[config.mk]
export PLATFORM = sky130hd
export DESIGN_NAME = mips_mc_controller
export DESIGN_NICKNAME = d
export VERILOG_FILES = /design/src/rtl/mips_mc_controller.sv
export SDC_FILE = /design/constraint.sdc
export NUM_CORES = 1
export LEC_CHECK = 0
export ABC_AREA = 1
export BUFFER_PORTS_ARGS = -buffer_cell sky130_fd_sc_hd__clkbuf_2
export CAP_MARGIN = 0
export CELL_PAD_IN_SITES_DETAIL_PLACEMENT = 2
export CELL_PAD_IN_SITES_GLOBAL_PLACEMENT = 2
export CORE_MARGIN = 2
export CORE_UTILIZATION = 25
export DETAILED_ROUTE_END_ITERATION = 6
export GPL_TIMING_DRIVEN = 1
export MAX_ROUTING_LAYER = met4
export PLACE_DENSITY_LB_ADDON = 0.15
export SYNTH_ARGS = -nofsm -noshare
export SYNTH_HDL_FRONTEND = slang
export SYNTH_SLANG_ARGS = --single-unit
export TNS_END_PERCENT = 1
[constraint.sdc]
create_clock -name clk_i -period 2.2 [get_ports clk_i]
set_input_delay 0.44 -clock clk_i [delete_from_list [all_inputs] [get_ports clk_i]]
set_output_delay 0.44 -clock clk_i [all_outputs]
set_load 0.005 [all_outputs]
[src/rtl/mips_mc_controller.sv]
// mips_mc_controller: multicycle MIPS control FSM (FETCH/DECODE/EXEC/MEM/WB/HALT)
// with a bounded memory-wait counter and sticky illegal/timeout flags.
module mips_mc_controller #(
  parameter int ALU_OP_W    = 4,
  parameter int MAX_WAIT    = 15,
  parameter bit EN_REG_JUMP = 1'b1
) (
  input  logic                clk_i,
  input  logic                rst_n_i,
  input  logic [5:0]          op_i,
  input  logic [5:0]          funct_i,
  input  logic                zero_i,
  input  logic                sign_i,
  input  logic                mem_ready_i,
  output logic [2:0]          state_o,
  output logic                pc_write_o,
  output logic                ir_write_o,
  output logic                reg_write_o,
  output logic                mem_req_o,
  output logic                mem_we_o,
  output logic                iord_o,
  output logic [ALU_OP_W-1:0] alu_op_o,
  output logic [1:0]          alu_srca_o,
  output logic [1:0]          alu_srcb_o,
  output logic [1:0]          ext_op_o,
  output logic [1:0]          reg_dst_o,
  output logic [1:0]          wb_sel_o,
  output logic [1:0]          pc_src_o,
  output logic                illegal_o,
  output logic                timeout_o
);
  localparam logic [2:0] S_FETCH = 3'd0, S_DECODE = 3'd1, S_EXEC = 3'd2,
                         S_MEM = 3'd3, S_WB = 3'd4, S_HALT = 3'd5;
  localparam logic [3:0] A_ADD = 4'd0, A_SUB = 4'd1, A_AND = 4'd2, A_OR = 4'd3,
                         A_XOR = 4'd4, A_NOR = 4'd5, A_SLT = 4'd6, A_SLTU = 4'd7,
                         A_SLL = 4'd8, A_SRL = 4'd9, A_SRA = 4'd10;
  localparam int CW = $clog2(MAX_WAIT + 2);
  logic [2:0] state, nxt;
  logic [CW-1:0] cnt;
  logic [3:0] r_alu, i_alu;
  logic is_r, is_shift, is_ralu, is_jr, is_jalr, is_ialu, is_izext, is_lui;
  logic is_lw, is_sw, is_br, is_j, is_jal, legal, taken, waiting, expired;
  assign is_r     = op_i == 6'h00;
  assign is_shift = is_r && (funct_i == 6'h00 || funct_i == 6'h02 || funct_i == 6'h03);
  assign is_ralu  = is_shift || (is_r && (funct_i[5:3] == 3'b100 || funct_i == 6'h2A || funct_i == 6'h2B));
  assign is_jr    = EN_REG_JUMP && is_r && funct_i == 6'h08;
  assign is_jalr  = EN_REG_JUMP && is_r && funct_i == 6'h09;
  assign is_ialu  = op_i[5:3] == 3'b001 && op_i != 6'h0F;
  assign is_izext = op_i == 6'h0C || op_i == 6'h0D || op_i == 6'h0E;
  assign is_lui   = op_i == 6'h0F;
  assign is_lw    = op_i == 6'h23;
  assign is_sw    = op_i == 6'h2B;
  assign is_br    = op_i[5:2] == 4'b0001;
  assign is_j     = op_i == 6'h02;
  assign is_jal   = op_i == 6'h03;
  assign legal    = is_ralu || is_jr || is_jalr || is_ialu || is_lui || is_lw || is_sw || is_br || is_j || is_jal;
  // op[1:0] selects BEQ / BNE / BLEZ / BGTZ
  assign taken    = op_i[1] ? (op_i[0] ? !(zero_i || sign_i) : (zero_i || sign_i)) : (op_i[0] ^ zero_i);
  assign waiting  = (state == S_FETCH || state == S_MEM) && !mem_ready_i;
  assign expired  = cnt == CW'(MAX_WAIT);
  assign state_o  = state;
  assign i_alu = op_i == 6'h0A ? A_SLT : op_i == 6'h0B ? A_SLTU : op_i == 6'h0C ? A_AND :
                 op_i == 6'h0D ? A_OR : op_i == 6'h0E ? A_XOR : A_ADD;
  always_comb begin
    r_alu = A_ADD;
    case (funct_i)
      6'h22, 6'h23: r_alu = A_SUB;
      6'h24:        r_alu = A_AND;
      6'h25:        r_alu = A_OR;
      6'h26:        r_alu = A_XOR;
      6'h27:        r_alu = A_NOR;
      6'h2A:        r_alu = A_SLT;
      6'h2B:        r_alu = A_SLTU;
      6'h00:        r_alu = A_SLL;
      6'h02:        r_alu = A_SRL;
      6'h03:        r_alu = A_SRA;
      default:      r_alu = A_ADD;
    endcase
  end
  // all strobes stay low while reset is asserted, independent of the clock
  always_comb begin
    nxt = state;
    {pc_write_o, ir_write_o, reg_write_o, mem_req_o, mem_we_o, iord_o} = '0;
    alu_op_o = ALU_OP_W'(A_ADD);
    {alu_srca_o, alu_srcb_o, ext_op_o, reg_dst_o, wb_sel_o, pc_src_o} = '0;
    if (rst_n_i)
      case (state)
        S_FETCH: begin
          mem_req_o = 1'b1;
          if (mem_ready_i) begin
            {ir_write_o, pc_write_o} = 2'b11;
            alu_srcb_o = 2'd1;
            nxt = S_DECODE;
          end else if (expired) nxt = S_HALT;
        end
        S_DECODE: begin
          alu_srcb_o = 2'd3;
          if (is_j || is_jal) begin
            pc_write_o = 1'b1;
            pc_src_o = 2'd2;
            reg_write_o = is_jal;
            reg_dst_o = is_jal ? 2'd2 : 2'd0;
            wb_sel_o = is_jal ? 2'd3 : 2'd0;
            nxt = S_FETCH;
          end else if (is_jr || is_jalr) begin
            pc_write_o = 1'b1;
            pc_src_o = 2'd3;
            reg_write_o = is_jalr;
            reg_dst_o = is_jalr ? 2'd1 : 2'd0;
            wb_sel_o = is_jalr ? 2'd3 : 2'd0;
            nxt = S_FETCH;
          end else nxt = legal ? S_EXEC : S_HALT;
        end
        S_EXEC: begin
          alu_srca_o = is_lui ? 2'd0 : is_shift ? 2'd2 : 2'd1;
          alu_srcb_o = (is_ialu || is_lw || is_sw) ? 2'd2 : 2'd0;
          ext_op_o = is_lui ? 2'd3 : is_izext ? 2'd1 : 2'd0;
          alu_op_o = ALU_OP_W'(is_br ? A_SUB : is_ralu ? r_alu : is_ialu ? i_alu : A_ADD);
          pc_src_o = is_br ? 2'd1 : 2'd0;
          pc_write_o = is_br && taken;
          nxt = (is_lw || is_sw) ? S_MEM : (is_ralu || is_ialu || is_lui) ? S_WB : S_FETCH;
        end
        S_MEM: begin
          {mem_req_o, iord_o} = 2'b11;
          mem_we_o = is_sw;
          if (mem_ready_i) nxt = is_sw ? S_FETCH : S_WB;
          else if (expired) nxt = S_HALT;
        end
        S_WB: begin
          reg_write_o = 1'b1;
          reg_dst_o = is_r ? 2'd1 : 2'd0;
          wb_sel_o = is_lw ? 2'd1 : is_lui ? 2'd2 : 2'd0;
          ext_op_o = is_lui ? 2'd3 : 2'd0;
          nxt = S_FETCH;
        end
        S_HALT: nxt = S_HALT;
        default: nxt = S_FETCH;
      endcase
  end
  always_ff @(posedge clk_i or negedge rst_n_i)
    if (!rst_n_i) begin
      state <= S_FETCH;
      cnt <= '0;
      illegal_o <= 1'b0;
      timeout_o <= 1'b0;
    end else begin
      state <= nxt;
      cnt <= (nxt != state) ? '0 : waiting ? cnt + 1'b1 : cnt;
      if (state == S_DECODE && nxt == S_HALT) illegal_o <= 1'b1;
      if ((state == S_FETCH || state == S_MEM) && nxt == S_HALT) timeout_o <= 1'b1;
    end
endmodule

## After elaboration in Yosys (flattened, before gate mapping)

Cells that the tools add are included.

- Register bits: 10
- Bits in latches: 0
- RAM bits: 0
- Bits in read-only memories: 0
- Bits of input ports: 17
- Output and inout bits: 27
- Word-level logic and storage cells: 158
- Memories: 0

- Add/subtract/negate cells: 1
- $mul: 0
- Div/mod/pow operators: 0
- Magnitude comparators: 0
- Eq/ne operators: 34
- Shift-type cells: 0
- Multiplexer cells: 76
- Bitwise gates (word level): 1
- Reductions and logical operators: 42

Operators by type and width:

| operator | number |
|---|---|
| == test 6 bit, second input constant | 10 |
| == test 6 x 4 -> 1 bit, second input constant | 8 |
| 2-to-1 mux 3 bit | 16 |
| 2-to-1 mux 2 bit | 22 |
| case mux 4 bit (10 select lines) | 1 |
| logical OR 1 bit | 25 |
| == test 6 x 2 -> 1 bit, second input constant | 4 |
| 2-to-1 mux 1 bit | 23 |
| 2-to-1 mux 4 bit | 4 |
| case mux 2 bit (2 select lines) | 4 |
| case mux 3 bit (5 select lines) | 1 |
| == test 3 bit, second input constant | 4 |
| zero test 6 bit | 2 |
| 2-to-1 mux 5 bit | 2 |
| logical AND 1 bit | 9 |
| == test 3 x 1 -> 1 bit, second input constant | 2 |
| == test 3 x 2 -> 1 bit, second input constant | 2 |
| inequality test 6 x 4 -> 1 bit, second input constant | 1 |
| case mux 2 bit (3 select lines) | 1 |
| adder 5 x 1 -> 5 bit, second input constant | 1 |
| == test 5 x 4 -> 1 bit, second input constant | 1 |
| == test 4 x 1 -> 1 bit, second input constant | 1 |
| OR reduction 2 bit | 2 |
| zero test 3 bit | 1 |
| 6 further kinds | 7 |

## Logic depth before layout (Yosys ltp)

- Word-level depth: 21
- Depth in mapped cells: 15
- Gate-level depth less buffers: 15

## Worst setup path before layout

Ideal clock, no wire load.

- Path kind: input to output
- Start point: input op_i[4]
- End point: output wb_sel_o[1]
- Arrival: 1.489 ns
- Data required time: 1.760 ns
- Setup slack: 0.271 ns
- Stages on the path: 11
- Buffers on the path: 0
- Cell sequence: nor2_2 > inv_1 > nor2_1 > inv_1 > nor2_1 > inv_1 > nor2_1 > inv_1 > nor2_1 > o221ai_1 > inv_1

- Word-level cells in the longest chain between the ends: 7
- Elaborated cells on any way between the ends: 17
- Classes of those cells: eq/ne: 4; mux: 8; reduce/logical: 5

RTL lines:

| what | RTL line | text |
|---|---|---|
| from (decl) | 10 | `input logic [5:0] op_i,` |
| zero test 6 bit | 43 | `assign is_r = op_i == 6'h00;` |
| logical AND 1 bit, on equally long branches | 47, 46 |  |
| 2-to-1 mux 2 bit / logical OR 1 bit (equally long branches) | 110, 105 |  |
| 2-to-1 mux 2 bit | 105 | `end else if (is_jr \|\| is_jalr) begin` |
| 2-to-1 mux 2 bit | 98 | `if (is_j \|\| is_jal) begin` |
| case mux 2 bit (2 select lines) * | 87 | `case (state)` |
| 2-to-1 mux 2 bit * | 86 | `if (rst_n_i)` |
| to (decl) | 27 | `output logic [1:0] wb_sel_o,` |

Mark *: on every way between the ends. The rest lies on a longest branch, timed or not.

## Worst setup path in the final report

- Start point: input op_i[5]
- End point: output reg_write_o

- Word-level cells in the longest chain between the ends: 7
- Elaborated cells on any way between the ends: 11
- Classes of those cells: eq/ne: 2; mux: 4; reduce/logical: 5

RTL lines:

| what | RTL line | text |
|---|---|---|
| zero test 6 bit | 43 |  |
| logical AND 1 bit, on equally long branches | 46, 47 |  |
| logical OR 1 bit | 105 |  |
| 2-to-1 mux 1 bit | 105 |  |
| 2-to-1 mux 1 bit * | 98 |  |
| case mux 1 bit (2 select lines) * | 87 |  |
| 2-to-1 mux 1 bit * | 86 |  |
| to (decl) | 18 | `output logic reg_write_o,` |

Marked as above.

==> reports/metrics.csv <==
stage;metric;value;unit
placement;gp_congestion;0.8495;
synthesis;synth_flop_cell;dfrtp_1;
drt;wire_per_inst;15.13;um
pwr;p_sw;0.6915;mW
grt;grt_overflow;0;
cts;cts_sinks;10;
synthesis;synth_top_area_share;19.18;%
synthesis;yosys_warnings;0;
setup_path;worst-path-buf-inv;4;
synthesis;synth.area.top_cells;dfrtp_1 19%, nand2_1 14%, nor2_1 12%;
floorplanning;chipWidth;76.25;um
synthesis;synth_seq_cells;10;
drt;route.detailed.drc;0;
cts;cts_tree;built;
pwr;comb_power_share;67.9;%
cts;ctsLongestPathBuffers;2;
floorplanning;core;5075;um^2
pwr;power_frac_seq;18.9;%
timing;hold_violations;0;
run;drv_cap;0;
synthesis;synth_cell_types;33;
grt;grt_start_max_net_pins;19;
setup_path;crit_chain;clkbuf_2 -> nor2_4 -> nand2_2 -> nor2_4 -> nand2_1 -> inv_2 -> nand3_2 -> o21ai_4 -> nor2_1 -> buf_4 -> nor2_1 -> clkbuf_2;
timing;fin_crit_sh;96.59;%
synthesis;syn_nets;246;
synthesis;ys_async_sr_fraction;100.0;%
floorplanning;initial_core_util;25.71;%
cts;numCtsBuffers;3;
cts;h-tree-depth;1;
timing;tightest_slew;0.3253;ns
timing;finalSetupTns;0;ns
timing;rsz0062_at_grt;yes;
floorplanning;die_h;76.25;um
pwr;p_per_area;696.5;nW/um^2
grt;antenna_found_initial;0;
drt;vias;1716;
setup_path;crit_path_start_kind;input pin;
synthesis;ys_top_cells_by_count;49 x nand2_1, 42 x nor2_1, 40 x inv_1;
placement;io_buffer_count;43;
setup_path;r2r_start;cnt[0]$_DFFE_PN0P_;
drt;ant_nets;0;
setup_path;crit_type;in2out;
timing;slew_headroom;78.27;%
floorplanning;die-area;5814;um^2
timing;setup_viol;0;
synthesis;yosysMostFrequentCell;nand2_1;
layout;nFillCells;656;
pwr;clock_power_share;13.3;%
drt;drt_iter0_drc;35;
synthesis;syn-cell-area;1305;um^2
pwr;p_int;0.7229;mW
cts;clkLatencyLatePin;0.23;ns
setup_path;path_delay_family;simple AND/OR/NAND/NOR gates;
timing;fmax;470.6;MHz
cts;root_buffer;clkbuf_8;
setup_path;critPathMaxFanout;4;
layout;fin_util;40.01;%
floorplanning;rows;26;
timing;clock_skew;0.003383;ns
placement;post-place-ws;-0.1929;ns
layout;area_delta_synth_final;55.61;%
drt;wl;5568;um
hold_path;hp-class;in2async;
layout;nNetsFinal;319;
pwr;max-vdd-ir-drop;0.3896;mV
setup_path;slowest_delay;0.16;ns
synthesis;synth-edff-count;0;
cts;clk_pin_slew;0.05;ns
layout;layout-drive-gt1-share;44.63;%
synthesis;synth_top_area_cell;dfrtp_1;
synthesis;yosysSeqAreaShare;19.18;%
cts;cts_hold_buf;0;
layout;num_antenna_cells;0;
drt;dr.pass1.iters;4;
timing;slew_viol_final;0;
synthesis;synth_cells;227;
pwr;p_leak;1.104;nW
setup_path;worst_setup_path_end_kind;primary output;
placement;hpwl;4415;um
setup_path;critPathSlowestCell;nor2_4;
timing;layout_min_cycle_time;2.125;ns
setup_path;critPathRequiredTime;1.76;ns
pwr;switching_share;48.89;%
floorplanning;io_pins;44;
setup_path;crit_start;op_i[5];
timing;fin_ws;0.07493;ns
grt;grt_pass1_wl;8873;um
synthesis;postSynthAreaPerCell;5.749;um^2
grt;grt_pass1_vias;1817;
grt;grtUsageTotal;19.05;%
outcome;outcome;completed;
setup_path;cp_data_arrival_time;1.69;ns
drt;drt-vias-per-instance;4.663;
pwr;total_power;1.414;mW
[area by class of cell]
cell class                 count  area (um^2)  share of cell area (%)
tap                           70        87.58                   4.313
clock buffer                   3        41.29                   2.033
multi-input combinational    166         1018                   50.15
inverter                      47        178.9                   8.811
sequential                    10        251.5                   12.38
timing repair buffer          72        452.9                   22.30
[stage by stage]
step	std cells	cell area, um^2	hold WS [ns]
final	368	2031	0.1893
after global routing	368	2031	0.2077
after CTS	363	1846	0.1988
after detailed placement	358	1742	0.4517
after global placement	358	1742	0.4456
after floorplan	227	1305	0.1444
[logic make-up after synthesis]
logic type               share of synthesized area, %
multiplexers                                   0.7670
AND/OR/NAND/NOR                                 48.13
AO/OA/AOI/OAI                                   11.41
XOR/XNOR                                        2.685
buffers and inverters                           15.91
flip-flops                                      19.18
adder cells (fa/ha/maj)                         1.917
[power by group through the flow]
stage | clock (mW) | sequential [mW] | combinational, mW
after CTS | 0.193 | 0.267 | 0.881
after global routing | 0.207 | 0.275 | 1.07
after global placement | 0 | 0.283 | 0.764
after detailed placement | 0 | 0.286 | 0.783
final | 0.188 | 0.267 | 0.960
after floorplan | 0 | 0.260 | 0.520
[timing repair]
item,4_1_cts,5_1_grt
gates resized for setup,15,44
endpoints found under the setup margin,12,21
pin swaps,0,10
setup buffers,2,5
[cell usage in the layout, fill, tap and decap left out, types with 3 or more instances in the layout]
master and count:
nand2_1 45, clkbuf_2 41, inv_1 32, nor2_1 31, buf_4 26, inv_2 13
nand3_1 12, dfrtp_1 9, nor2_2 8, nor2_4 8, a21oi_1 8, nand2_2 7
nand4_1 7, nor3_2 5, nand3_2 3, o21ai_0 3, xor2_1 3, clkbuf_8 3
[metal layers]
metal  part of all wire (%)  GRT usage [%]  wire length [um]  vias to the layer above
met5                      0              -                 0                        -
met4                   0.31         0.5455                17                        0
met3                    2.9          3.081               160                        4
met2                     50          31.86              2774                       28
met1                     47          25.77              2616                      826
li1                       -              -                 -                      858
[registers in the layout, indices dropped and copies added, names as in the netlist]
register	flops
cnt	5
state_o	3
illegal_o	1
timeout_o	1
[worst paths after layout]
path	slack, ns	endpoint	cells past startpoint
setup / recovery	0.07	reg_write_o	12
hold / removal	0.19	cnt[2]$_DFFE_PN0P_	2
setup reg to reg	0.14	cnt[1]$_DFFE_PN0P_	14
hold reg to reg	0.51	illegal_o$_DFFE_PN0P_	2
max in group asynchronous	1.80	state_o[2]$_DFF_PN0_	2
min in group clk_i	0.51	illegal_o$_DFFE_PN0P_	2
No activity file was read; power rests on OpenSTA's default activity.
